===== config.mk =====
export PLATFORM = sky130hd
export DESIGN_NAME = demux1to4_reg
export DESIGN_NICKNAME = d
export VERILOG_FILES = /design/src/rtl/demux1to4_reg.sv
export SDC_FILE = /design/constraint.sdc
export NUM_CORES = 1
export LEC_CHECK = 0
export BUFFER_PORTS_ARGS = -buffer_cell sky130_fd_sc_hd__buf_2
export CAP_MARGIN = 40
export CELL_PAD_IN_SITES_DETAIL_PLACEMENT = 0
export CELL_PAD_IN_SITES_GLOBAL_PLACEMENT = 1
export CORE_AREA = 2 2 70 72
export CTS_BUF_LIST = sky130_fd_sc_hd__clkbuf_2 sky130_fd_sc_hd__clkbuf_4 sky130_fd_sc_hd__clkbuf_8
export DETAILED_ROUTE_END_ITERATION = 8
export DIE_AREA = 0 0 72 74
export PLACE_DENSITY = 0.78
export SLEW_MARGIN = 20
export SYNTH_ARGS = -nofsm -noshare
export SYNTH_HDL_FRONTEND = slang
export SYNTH_SLANG_ARGS = --single-unit
export TNS_END_PERCENT = 30

===== constraint.sdc =====
create_clock -name clk -period 1.9 [get_ports clk]
set_clock_uncertainty 0.15 [all_clocks]
set_input_delay 0.285 -clock clk [delete_from_list [all_inputs] [get_ports clk]]
set_output_delay 0.285 -clock clk [all_outputs]
set_load 0.01 [all_outputs]

===== src/rtl/demux1to4_reg.sv =====
// Registered 1-to-4 valid/ready demultiplexer with a 1-deep holding register per channel.
// Optional feature: define DEMUX_RR_EN to route beats round-robin instead of by in_sel.
module demux1to4_reg #(
    parameter int WIDTH     = 8,
    parameter int CNT_WIDTH = 8
) (
    input  logic                 clk,
    input  logic                 reset,
    input  logic [WIDTH-1:0]     in_data,
    input  logic [1:0]           in_sel,
    input  logic                 in_valid,
    output logic                 in_ready,
    output logic [4*WIDTH-1:0]   out_data,
    output logic [3:0]           out_valid,
    input  logic [3:0]           out_ready,
    output logic [1:0]           cur_dest,
    output logic [CNT_WIDTH-1:0] beat_cnt
);

    logic [1:0]           dest_s;
    logic                 accept_s;
    logic [3:0]           load_s;
    logic [3:0]           valid_nxt_s;
    logic [4*WIDTH-1:0]   data_r;
    logic [3:0]           valid_r;
    logic [CNT_WIDTH-1:0] cnt_r;

`ifdef DEMUX_RR_EN
    logic [1:0] rr_ptr_r;

    // Round-robin pointer: advances only when a beat is actually accepted.
    always_ff @(posedge clk or posedge reset) begin
        if (reset) begin
            rr_ptr_r <= 2'd0;
        end else if (accept_s) begin
            rr_ptr_r <= rr_ptr_r + 2'd1;
        end else begin
            rr_ptr_r <= rr_ptr_r;
        end
    end

    assign dest_s = rr_ptr_r;
`else
    assign dest_s = in_sel;
`endif

    assign cur_dest = dest_s;
    // A full channel still accepts when its consumer empties it on the same edge.
    assign in_ready = !valid_r[dest_s] | out_ready[dest_s];
    assign accept_s = in_valid & in_ready;

    // Per-channel load strobe and next valid state (load wins over drain).
    always_comb begin
        load_s      = 4'b0000;
        valid_nxt_s = valid_r;
        for (int k = 0; k < 4; k++) begin
            if (accept_s && (dest_s == k[1:0])) begin
                load_s[k]      = 1'b1;
                valid_nxt_s[k] = 1'b1;
            end else if (valid_r[k] && out_ready[k]) begin
                valid_nxt_s[k] = 1'b0;
            end else begin
                valid_nxt_s[k] = valid_r[k];
            end
        end
    end

    // Channel holding registers and accepted-beat counter.
    always_ff @(posedge clk or posedge reset) begin
        if (reset) begin
            valid_r <= 4'b0000;
            data_r  <= '0;
            cnt_r   <= '0;
        end else begin
            valid_r <= valid_nxt_s;
            for (int k = 0; k < 4; k++) begin
                if (load_s[k]) begin
                    data_r[k*WIDTH +: WIDTH] <= in_data;
                end else begin
                    data_r[k*WIDTH +: WIDTH] <= data_r[k*WIDTH +: WIDTH];
                end
            end
            if (accept_s) begin
                cnt_r <= cnt_r + {{(CNT_WIDTH-1){1'b0}}, 1'b1};
            end else begin
                cnt_r <= cnt_r;
            end
        end
    end

    assign out_valid = valid_r;
    assign out_data  = data_r;
    assign beat_cnt  = cnt_r;

endmodule


==> impl_results.md <==
- Max Freq: around 0.54 GHz
- Clk sinks: between 40 and 50
- Worst slew pin tran: 0.5469 ns
- Hpwl dp: 2782 µm
- Die ar.: 0.005328 mm²
- Tmin final: 1.858 ns
- Outcome: finished, final reports clean
- Top_reg_cell synth: dfrtp_1
- Cell Area, Synth: 0.001772 mm²
- Final Slew Violations: 0
- Top-count cell post-synth: dfrtp_1
- Clk_lat worst skew: 0.29 ns
- Total CTS buffers: 5
- Seq cells post-synth: 44
- Antenna violations before repair: 0
- Total GRT Usage: 15.50%
- Iteration-0 DRC Markers: 25
- Drt via density: 4.884
- CP startpoint kind: flop
- Worst path arrival time: ~1.4 ns
- ANT cells: 0
- Commonest cells post-synth: dfrtp_1, mux2_2, xnor2_1
- IO buf count: 63
- Initial Utilization: 38.53%
- Layout cell share with drive strength beyond 1: 59.49%
- Placer Congestion: roughly 0.82
- Largest stage delay, worst path: 0.52 ns
- Crit-path cells: nand2b_1 > mux4_2 > buf_2
- # DRC: 0
- Floorplan row count: 25
- Synth top area share: 62.15%
- Top post-synthesis cells by area: dfrtp_1, mux2_2, xnor2_1, nand3_1, nand2b_1
- Register area share after synthesis: 62.15%
- Nets: between 200 and 250
- Data required time of the worst path: 1.46 ns
- DRT antenna net count: 0
- Largest net degree at the start of global routing: 45
- Hold crit path type: in2reg
- Rel. slew slack: 63.54%
- Maximum VDD drop: roughly 570 µV
- Vias: 1216
- Post_cts resized: 0
- Crit path capture type: output pin
- Area Overhead vs Synth: 30.79%
- Clock root cell: clkbuf_8
- Total Wirelength: approximately 3800 µm
- Cell taking the most area after synthesis: dfrtp_1
- Mapped Cells: 119
- Final core utilization: 50.39%
- Count of final setup violators: 0
- Post-synth EDFFs: 0
- CTS Buffer Depth: 2
- Distinct cells, synth: 22
- Ys async rst share: 100.0%
- Crit path max-delay family: multiplexers
- Reg clk slew, reported paths: 0.08 ns
- Floorplan core area: about 0.0046 mm²
- DIE WIDTH: 72 µm
- Final worst path period share: a little over nine tenths
- Fillers: 409
- Max-Cap Viols: 0
- IO Pins: 64
- Non-Filler Instances: 249
- Placed Cells: 238
- Slowest CP cell: mux4_2
- Yosys warning total: 0
- Pleak: 1.124 nW
- CTS HTree Levels: 2
- Overflow after GRT: 0
- Crit path max fanout: 3
- Global-route wire length before repair: just over 6000 µm
- PwrDens: 1186 mW/mm²
- WS Path Type: reg2out
- Buf/Inv on CP: 1
- Routed len/inst: 15.34 µm
- Drt pass-1 iters: 4
- Syn Area/Cell: around 15 µm²
- TritonCTS clock tree: built
- Vias in the first global route: 1212
- Final hold vios: 0
- Die height: 74 µm
- Net Count, Synth: 137
==> where the power goes <==
group	leakage [nW]	switching, mW	internal (mW)
clock network	0.0614	0.307	0.430
logic	0.531	0.340	0.367
registers	0.532	0.149	1.15
total	1.12	0.796	1.95
==> metal layers <==
layer | global-route usage (%) | wire [µm]
met5 | 0 | 0
met4 | 5.031 | 0
met3 | 5.556 | 275
met2 | 25.31 | 1875
met1 | 19.44 | 1669
==> path summary, 6_finish.rpt <==
kind,cells past startpoint,to,start,slack [ns]
max,3,in_ready,out_valid[3]$_DFFE_PP0P_,0.04
min,2,out_data[2]$_DFFE_PP0P_,in_data[2],0.11
max reg2reg,5,beat_cnt[1]$_DFFE_PP0P_,out_valid[3]$_DFFE_PP0P_,0.10
min reg2reg,1,beat_cnt[7]$_DFFE_PP0P_,beat_cnt[7]$_DFFE_PP0P_,0.32
max in group asynchronous,4,out_data[15]$_DFFE_PP0P_,reset,0.72
min in group asynchronous,4,beat_cnt[7]$_DFFE_PP0P_,reset,0.51
==> logic make-up (layout without fill, tap and decap cells) <==
family / count (synthesis) / after routing / synth area share [%]
and+or+nand+nor: 25 / 25 / 8.617
AOI/OAI and AO/OA: 2 / 2 / 0.5650
buffers and inverters: 6 / 82 / 2.259
xor gates and xnor gates: 7 / 7 / 3.461
adders and majority gates: 1 / 1 / 0.7061
muxes: 34 / 34 / 22.25
DFF: 44 / 44 / 62.15
==> final cells by class <==
cell class | count | area (µm²) | area share, %
Sequential cell | 44 | 1101 | 47.52
Multi-Input combinational cell | 69 | 630.6 | 27.21
Timing Repair Buffer | 73 | 392.9 | 16.95
Clock buffer | 6 | 82.58 | 3.564
Tap cell | 54 | 67.56 | 2.916
Clock inverter | 2 | 38.79 | 1.674
Inverter | 1 | 3.754 | 0.1620
==> flip-flops by register name, indices dropped and copies added, names as in the netlist <==
signal     count
beat_cnt       8
out_valid      4
out_data      32
==> cell usage in the layout, fill, tap and decap left out, drive strengths merged <==
cell         instances
and2                 1
and3                 3
buf                 72
bufinv               1
clkbuf               6
clkinv               2
dfrtp               44
dlygate4sd3          1
ha                   1
mux2                33
mux4                 1
nand2                5
nand2b               4
nand3                6
nand4                2
nor2                 1
nor2b                1
nor3b                2
o21ai                2
xnor2                7
==> per-stage QoR <==
step                hold slack (ns)  cell area, µm²  setup slack (ns)  total power, mW  setup TNS [ns]
finish                       0.1109            2317           0.04221            2.747               0
global route                0.09191            2317          -0.01114            2.927        -0.01114
CTS                         0.09942            2302           0.01655            2.783               0
detailed placement           0.2955            2171            0.1035            2.034               0
global placement             0.2855            2171            0.1584            2.005               0
floorplan                    0.2445            1772            0.1687            1.701               0
==> timing repair <==
| item | 4_1_cts | 5_1_grt |
|---|---|---|
| buffers inserted | 0 | 2 |
| setup endpoints to repair | 0 | 1 |
| hold endpoints to repair | 44 | 0 |
| hold buffers | 1 | 0 |
Note: power is estimated with default switching activity, not from simulation.
